File: config.mk
export PLATFORM = sky130hd
export DESIGN_NAME = hash_msg_feeder
export DESIGN_NICKNAME = d
export VERILOG_FILES = /design/src/rtl/hash_feed_pkg.sv /design/src/rtl/hash_feed_pacer.sv /design/src/rtl/hash_msg_feeder.sv
export SDC_FILE = /design/constraint.sdc
export NUM_CORES = 1
export LEC_CHECK = 0
export BUFFER_PORTS_ARGS = -buffer_cell sky130_fd_sc_hd__buf_2
export CAP_MARGIN = 0
export CELL_PAD_IN_SITES_DETAIL_PLACEMENT = 0
export CELL_PAD_IN_SITES_GLOBAL_PLACEMENT = 1
export CORE_ASPECT_RATIO = 1.2
export CORE_MARGIN = 2
export CORE_UTILIZATION = 25
export CTS_CLUSTER_DIAMETER = 150
export DETAILED_ROUTE_END_ITERATION = 10
export GPL_TIMING_DRIVEN = 0
export PLACE_DENSITY_LB_ADDON = 0.1
export SYNTH_ARGS = -nofsm -noshare
export SYNTH_HDL_FRONTEND = slang
export SYNTH_SLANG_ARGS = --single-unit
File: constraint.sdc
create_clock -name clk -period 4.3 [get_ports clk]
set_input_delay 1.075 -clock clk [delete_from_list [all_inputs] [get_ports clk]]
set_output_delay 1.075 -clock clk [all_outputs]
set_load 0.005 [all_outputs]
File: src/rtl/hash_feed_pkg.sv
// Shared types and constants for the hash core message feeder.
package hash_feed_pkg;

  typedef enum logic [2:0] {
    IDLE     = 3'd0,
    LOAD     = 3'd1,
    SEND     = 3'd2,
    GAP      = 3'd3,
    WAIT_DIG = 3'd4,
    OUT      = 3'd5
  } feed_state_e;

  // Per-byte processing latency of the hash core
  localparam int         HC_BYTE_CYCLES = 3;
  localparam logic [7:0] ASCII_MIN      = 8'h20;
  localparam logic [7:0] ASCII_MAX      = 8'h7E;

  // Digest response as presented on the output handshake
  typedef struct packed {
    logic        err;
    logic [31:0] data;
  } dig_rsp_t;

  function automatic logic is_ascii(input logic [7:0] b);
    return (b >= ASCII_MIN) && (b <= ASCII_MAX);
  endfunction

endpackage

File: src/rtl/hash_feed_pacer.sv
// Down-counter shared by byte pacing and digest timeout.
// Loaded with N, it reports expired on the (N+1)-th cycle after the load.
module hash_feed_pacer #(
  parameter int CNT_W = 5
) (
  input  logic             clk,
  input  logic             rst_n,
  input  logic             load,
  input  logic [CNT_W-1:0] load_val,
  output logic             expired
);

  logic [CNT_W-1:0] cnt;

  // Load takes priority; otherwise count down and park at zero
  always_ff @(posedge clk or negedge rst_n) begin
    if (!rst_n)            cnt <= '0;
    else if (load)         cnt <= load_val;
    else if (cnt != '0)    cnt <= cnt - CNT_W'(1);
  end

  assign expired = (cnt == '0);

endmodule

File: src/rtl/hash_msg_feeder.sv
// Host-side feeder for the DES-S-box hash core: paces a byte stream onto
// the core port, waits for the digest and returns it with an error flag.
// Optional: HASH_FEED_ASCII_CHECK_EN flags bytes outside 0x20..0x7E as errors.
module hash_msg_feeder
  import hash_feed_pkg::*;
#(
  parameter int BYTE_GAP = 3,
  parameter int TIMEOUT  = 16,
  parameter int LEN_W    = 64
) (
  input  logic             clk,
  input  logic             rst_n,
  input  logic             cmd_valid,
  output logic             cmd_ready,
  input  logic [LEN_W-1:0] cmd_len,
  input  logic             s_valid,
  output logic             s_ready,
  input  logic [7:0]       s_data,
  input  logic             s_last,
  output logic             hc_m_valid,
  output logic [7:0]       hc_message,
  output logic [LEN_W-1:0] hc_counter,
  input  logic [31:0]      hc_digest,
  input  logic             hc_hash_ready,
  output logic             dig_valid,
  input  logic             dig_ready,
  output logic [31:0]      dig_data,
  output logic             dig_err
);

  localparam int PACE_MAX = (TIMEOUT > BYTE_GAP) ? TIMEOUT : BYTE_GAP;
  localparam int PACE_W   = $clog2(PACE_MAX + 1);

  if (BYTE_GAP < HC_BYTE_CYCLES) begin : g_bad_gap
    $error("hash_msg_feeder: BYTE_GAP must be >= HC_BYTE_CYCLES");
  end
  if (TIMEOUT < 1) begin : g_bad_timeout
    $error("hash_msg_feeder: TIMEOUT must be >= 1");
  end

  feed_state_e      state;
  logic [LEN_W-1:0] rem;
  logic             err;
  dig_rsp_t         rsp;

  logic              pace_load;
  logic [PACE_W-1:0] pace_val;
  logic              pace_exp;

  // Pacer reload: gap count on SEND, timeout window on entry to WAIT_DIG
  always_comb begin
    pace_load = 1'b0;
    pace_val  = '0;
    if (state == SEND) begin
      pace_load = 1'b1;
      pace_val  = PACE_W'(BYTE_GAP - 2);
    end else if (state == GAP && pace_exp && rem == '0) begin
      pace_load = 1'b1;
      pace_val  = PACE_W'(TIMEOUT - 1);
    end
  end

  hash_feed_pacer #(.CNT_W(PACE_W)) u_pacer (
    .clk      (clk),
    .rst_n    (rst_n),
    .load     (pace_load),
    .load_val (pace_val),
    .expired  (pace_exp)
  );

  assign dig_data = rsp.data;
  assign dig_err  = rsp.err;

  // Main sequencer; all handshake and core-port outputs are registered here
  always_ff @(posedge clk or negedge rst_n) begin
    if (!rst_n) begin
      state      <= IDLE;
      cmd_ready  <= 1'b1;
      s_ready    <= 1'b0;
      hc_m_valid <= 1'b0;
      hc_message <= '0;
      hc_counter <= '0;
      rem        <= '0;
      err        <= 1'b0;
      dig_valid  <= 1'b0;
      rsp        <= '0;
    end else begin
      hc_m_valid <= 1'b0;
      case (state)
        IDLE: if (cmd_valid) begin
          rem        <= cmd_len;
          hc_counter <= cmd_len;
          cmd_ready  <= 1'b0;
          if (cmd_len == '0) begin
            err       <= 1'b1;
            rsp       <= '{err: 1'b1, data: 32'h0};
            dig_valid <= 1'b1;
            state     <= OUT;
          end else begin
            err     <= 1'b0;
            s_ready <= 1'b1;
            state   <= LOAD;
          end
        end
        LOAD: if (s_valid) begin
          hc_message <= s_data;
          hc_m_valid <= 1'b1;
          s_ready    <= 1'b0;
          state      <= SEND;
          // Framing mismatch is recorded, but cmd_len still decides length
          if (s_last != (rem == LEN_W'(1))) err <= 1'b1;
`ifdef HASH_FEED_ASCII_CHECK_EN
          if (!is_ascii(s_data)) err <= 1'b1;
`endif
        end
        SEND: begin
          if (rem != '0) rem <= rem - LEN_W'(1);
          state <= GAP;
        end
        GAP: if (pace_exp) begin
          if (rem == '0) begin
            state <= WAIT_DIG;
          end else begin
            s_ready <= 1'b1;
            state   <= LOAD;
          end
        end
        WAIT_DIG: begin
          if (hc_hash_ready) begin
            rsp       <= '{err: err, data: hc_digest};
            dig_valid <= 1'b1;
            state     <= OUT;
          end else if (pace_exp) begin
            err       <= 1'b1;
            rsp       <= '{err: 1'b1, data: 32'h0};
            dig_valid <= 1'b1;
            state     <= OUT;
          end
        end
        OUT: if (dig_ready) begin
          dig_valid <= 1'b0;
          rsp       <= '0;
          cmd_ready <= 1'b1;
          state     <= IDLE;
        end
        default: begin
          state     <= IDLE;
          cmd_ready <= 1'b1;
          s_ready   <= 1'b0;
          dig_valid <= 1'b0;
        end
      endcase
    end
  end

endmodule

# After elaboration in Yosys (flattened, before gate mapping)
# Cells that the tools add are included.
[word_totals]
register_bits = 182
latchBits = 0
mem_bits_rw = 0
rom_bits = 0
in_bits = 111
output_inout_bits = 109
elab_cells = 107
n_memories = 0
[classes]
add_sub_neg = 2
mul = 0
div_mod_pow = 0
magnitude_cmp = 0
n_eq_ne = 19
shift = 0
n_mux = 47
n_bitwise = 3
n_reduce_logical = 24
[op_table]
columns = ["operator", "count"]
rows = [
  ["$mux W33", 5],
  ["$logic_not A64 Y1", 2],
  ["$mux W64", 2],
  ["$pmux W64 S2", 1],
  ["$pmux W33 S3", 1],
  ["$eq A64 B1 Y1 const B", 1],
  ["$reduce_bool A64 Y1", 1],
  ["$sub A64 B1 Y64 const B", 1],
  ["$mux W3", 8],
  ["$mux W1", 21],
  ["$ne A2 B2 Y1 const B", 10],
  ["$pmux W3 S6", 1],
  ["$reduce_and A5 Y1", 3],
  ["$reduce_and A6 Y1", 2],
  ["$mux W5", 2],
  ["$mux W4", 2],
  ["$pmux W1 S4", 2],
  ["$eq A3 B2 Y1 const B", 2],
  ["$eq A3 B3 Y1 const B", 2],
  ["$pmux W1 S3", 2],
  ["$reduce_and A3 Y1", 2],
  ["$reduce_bool A3 Y1", 2],
  ["$reduce_or A3 Y1", 2],
  ["$logic_not A5 Y1", 1],
  ["other kinds (12)", 17],
]

# Logic depth before layout (Yosys ltp)
[depth]
ltp_word = 6
mapped_depth = 10
mapped_depth_nobuf = 8

# Modules after synthesis
# From an unflattened synthesis, not the netlist that was laid out.
[hier_totals]
cells_unflattened = 998
area_unflattened_um2 = 8993.6
[modules_own_cells]
columns = ["module", "instances", "cells_per_inst", "area_each_um2", "seq_area_each_um2"]
rows = [
  ["hash_msg_feeder", 1, 971, 8714.6, 4430.5],
  ["hash_feed_pacer", 1, 27, 279.0, 125.1],
]

# Least setup slack after synthesis
# No wires, ideal clock.
[synth_timing]
path_kind = "input port to flip-flop"
start = "input cmd_len[61]"
end = "register rsp (netlist bit dig_data[0])"
setup_ps = 121
t_arrival_ps = 2858
required_time_ps = 4179
path_slack_ps = 1321
stages = 8
path_buffers = 2
path_cell_list = "nor4_1 -> nand4_1 -> nor4_1 -> a21oi_1 -> or3_1 -> clkbuf_1 -> clkbuf_1 -> a22o_1"
[synth_via]
elab_chain_cells = 3
[synth_lines]
columns = ["item", "line", "source"]
rows = [
  ["start, declared", "hash_msg_feeder.sv:15", "input logic [LEN_W-1:0] cmd_len,"],
  ["$logic_not A64 Y1", "hash_msg_feeder.sv:94", "if (cmd_len == '0) begin"],
  ["$ne A2 B2 Y1 (no source line)", "--", ""],
  ["$reduce_and A5 Y1 (no source line)", "--", ""],
  ["end signal, assigned", "hash_msg_feeder.sv:96", "rsp <= '{err: 1'b1, data: 32'h0};"],
  ["end signal, assigned", "hash_msg_feeder.sv:130", "rsp <= '{err: err, data: hc_digest};"],
  ["end signal, assigned", "hash_msg_feeder.sv:135", "rsp <= '{err: 1'b1, data: 32'h0};"],
  ["end, declared", "hash_msg_feeder.sv:44", "dig_rsp_t rsp;"],
]
# Every way passes these cells.
# A chain may end at the register's enable or synchronous reset.

# Worst setup path after layout
[layout_timing]
start = "input cmd_len[42]"
end = "register rsp (netlist bit dig_data[27])"
# The elaborated chain is that of the path after synthesis.

==> summary.md <==
| Metric | Value |
|---|---|
| Worst Max-Slew Pin Slew | 1.03 ns |
| DR vias | 8,963 |
| Static Leak | 0.00518 uW |
| DRC errors left | 0 |
| Detailed Route Iter0 Violations | 733 |
| Top post-synthesis cells by area | dfrtp_1 50%, nand2_1 9.6%, a22o_1 3.6% |
| Gr usage total | 20.6% |
| Cts hold-fix bufs | 0 |
| P&R area growth vs syn | 25.2% |
| Number of buffers added on ports | 219 |
| CP endpoint kind | flip-flop |
| Drt wl/cell | 22.4 um |
| Reg-to-reg endpoint | rem[60] |
| Mapped Nets | 1,119 |
| Layout cells sized above 1 | 22.5% |
| Skew-Pair Late Insertion Delay | 0.47 ns |
| Worst Hold Endpoint | hc_counter[58] |
| Pre-antenna DRT Iters | 5 |
| First-pass GRT wire length | 57.7 mm |
| Largest net degree at the start of global routing | 95 |
| Max clock buf depth | 2 |
| Hold_ws | 0.471 ns |
| Ys async rst share | 100% |
| Die height | 213 um |
| Die ar. | 37,900 sq um |
| Cts bufs inserted | 17 |
| # setup viols final | 0 |
| Setup Buffers After CTS | 0 |
| R2R cell count | 7 |
| # diodes | 0 |
| Setup Skew | 0.00976 ns |
| Clk sink count | 182 |
| Routed Antenna Nets | 0 |
| Initial antenna violation count | 1 |
| Slew Limit Fails | 0 |
| Period utilization | 94.7% |
| Global placement routability congestion | 0.834 |
| Final nets | 1,358 |
| Clock root buffer | clkbuf_16 |
| Max frequency | 245 MHz |
| Final Critical Period | 4.07 ns |
| Pre-CTS setup slack | -0.678 ns |
| Initial cell density of the core | 25.3% |
| Die Width | 178 um |
| Status | completed |
| Max Cap Violations | 0 |
| Startpoint types | input port |
| Worst Hold Class | flip-flop to flip-flop |
| Worst rel slew slack | 31.0% |
| Vias in the first global route | 8,878 |
| Worst R2R Start | rem[4] |
| Fill cells | 3,855 |
| Syn Inst Count | 1,004 |
| Arr. time, crit path | 4.43 ns |
| Flop2flop setup slack | 0.66 ns |
| Synth Register Bits | 182 |
| Min-Delay Path Depth | 2 |
| Critical Path Fanout Max | 10 |
| Final hold vios | 0 |
| Pwr Density | 644 nW/um^2 |
| DP HPWL | 27.8 mm |
| Top_reg_cell synth | dfrtp_1 |
| Yosys cell types | 64 |
| GRT Residual Overflow | 0 |
| Post-synthesis cell area | 9080 sq um |
| Post-synth EDFFs | 0 |
| Clk pin slew, worst setup/hold paths | 0.07 ns |
| Max IR drop VDD | 0.000391 V |
| Ports | 220 |
| Syn Area/Cell | 9.04 sq um |
| Synth area leader | dfrtp_1 |
| Synth top area share | 49.9% |
| Yosys Warn Count | 0 |
| RSZ-0062 raised after global routing | no |
| Critical setup path kind | input port to flip-flop |
| Core Area | 35,800 sq um |
| Critical Path RT | 4.66 ns |
| Final setup margin | 0.226 ns |
| Seq/Total Area, Yosys | 50.2% |
| WL final | 38.6 mm |
| H-Tree Depth | 4 |
| Min-delay src | hc_counter[58] |
| Num rows | 76 |
| CTS tree | built |
| Vias per inst | 5.20 |
==> routing by layer <==
metal / global-route usage [%] / up-vias / part of all wire (%)
met4: 7.60 / 0 / 2.3
li1: - / 4187 / -
met2: 33.3 / 297 / 47
met1: 27.8 / 4438 / 45
met3: 3.22 / 41 / 5.5
met5: 0 / - / 0
==> registers in the layout, indices dropped and copies added, names as in the netlist <==
| name | flops |
|---|---|
| hc_message | 8 |
| u_pacer.cnt | 5 |
| cmd_ready | 1 |
| hc_counter | 64 |
| dig_data | 32 |
| rem | 64 |
| state | 3 |
| dig_valid | 1 |
| hc_m_valid | 1 |
| dig_err | 1 |
| err | 1 |
| s_ready | 1 |
==> metrics by stage <==
step                instance area (sq um)  instances  setup TNS (ns)  util (%)  total power, uW
floorplan                            9080       1004               0         -             4440
global placement                    10800       1691         -268.18      30.0             5750
detailed placement                  10800       1692          -21.03      30.1             5770
CTS                                 11400       1724               0      31.7             7390
global route                        11400       1724               0      31.7             7840
finish                              11400       1724               0      31.7             7320
==> worst max-delay path, stage by stage <==
cell and delay, ns:
buf_2 0.13, nor4_2 0.73, nand4_1 0.37, nor4_1 0.89, a21oi_1 0.14, or3_1 0.38
clkbuf_1 0.19, clkbuf_1 0.27, a22o_1 0.25
==> cell families (layout without fill, tap and decap cells) <==
| family | count (synthesis) | count (layout) | synth area share (%) |
|---|---|---|---|
| AND/OR/NAND/NOR | 461 | 461 | 23.9 |
| AO/OA/AOI/OAI | 252 | 252 | 19.6 |
| flip-flops | 182 | 182 | 50.2 |
| buffers and inverters | 91 | 343 | 4.22 |
| multiplexers | 8 | 8 | 0.992 |
| XOR/XNOR | 6 | 6 | 0.579 |
| adder cells (fa/ha/maj) | 4 | 4 | 0.551 |
==> final cells by class <==
class,count,area (sq um),area share (%)
Timing Repair Buffer,220,1130,9.97
Clock inverter,11,101,0.891
Multi-Input combinational cell,731,4150,36.5
Sequential cell,182,4560,40.1
Tap cell,468,586,5.15
Buffer,72,312,2.74
Inverter,19,71.3,0.627
Clock buffer,21,460,4.05
==> where the power goes <==
group	switching, uW	total, uW	internal, uW
combinational	1740	2810	1070
sequential	576	2930	2350
clock	754	1580	830
total	3070	7320	4250
==> Yosys cell counts, drive strengths merged (4+ instances only) <==
cell / instances
a221o: 7
or4: 15
inv: 19
a22oi: 7
and3: 4
mux2: 8
xor2: 5
a211oi: 9
nor4b: 4
o22ai: 29
clkbuf: 48
nand4: 15
or3: 11
a31oi: 29
buf: 24
a21o: 11
nor2: 59
a311oi: 9
a21oi: 34
ha: 4
o32ai: 7
nor4: 45
o31ai: 4
dfrtp: 181
nand2: 232
o21ai: 33
and4: 5
o41ai: 4
a22o: 37
nor3: 38
o2bb2ai: 9
nand3: 20
==> repair_timing <==
item                                    4_1_cts  5_1_grt
endpoints found under the setup margin       30        0
hold endpoints to repair                      0        0
gates resized for setup                       1        0
==> worst max-delay path by stage <==
stage	from	end	cells after the start	slack (ns)
after floorplan	cmd_len[61]	dig_data[0]	8	1.32
after global placement	rst_n	hc_counter[7]	1	-1.37
after detailed placement	cmd_len[42]	dig_data[28]	9	-0.68
after CTS	cmd_len[42]	dig_data[28]	9	0.28
after global routing	cmd_len[42]	dig_data[26]	9	0.18
final	cmd_len[42]	dig_data[27]	9	0.23
==> layout by cell type, fill, tap and decap left out, drive strengths merged, types with 8 or more instances in the layout <==
master and count:
a211oi 9, a21o 11, a21oi 34, a22o 37, a311oi 9, a31oi 29, buf 244, clkbuf 69
clkinv 8, dfrtp 181, inv 20, mux2 8, nand2 232, nand3 20, nand4 15, nor2 59
nor3 38, nor4 45, o21ai 33, o22ai 29, o2bb2ai 9, or3 11, or4 15
No activity file was read; power rests on OpenSTA's default activity.
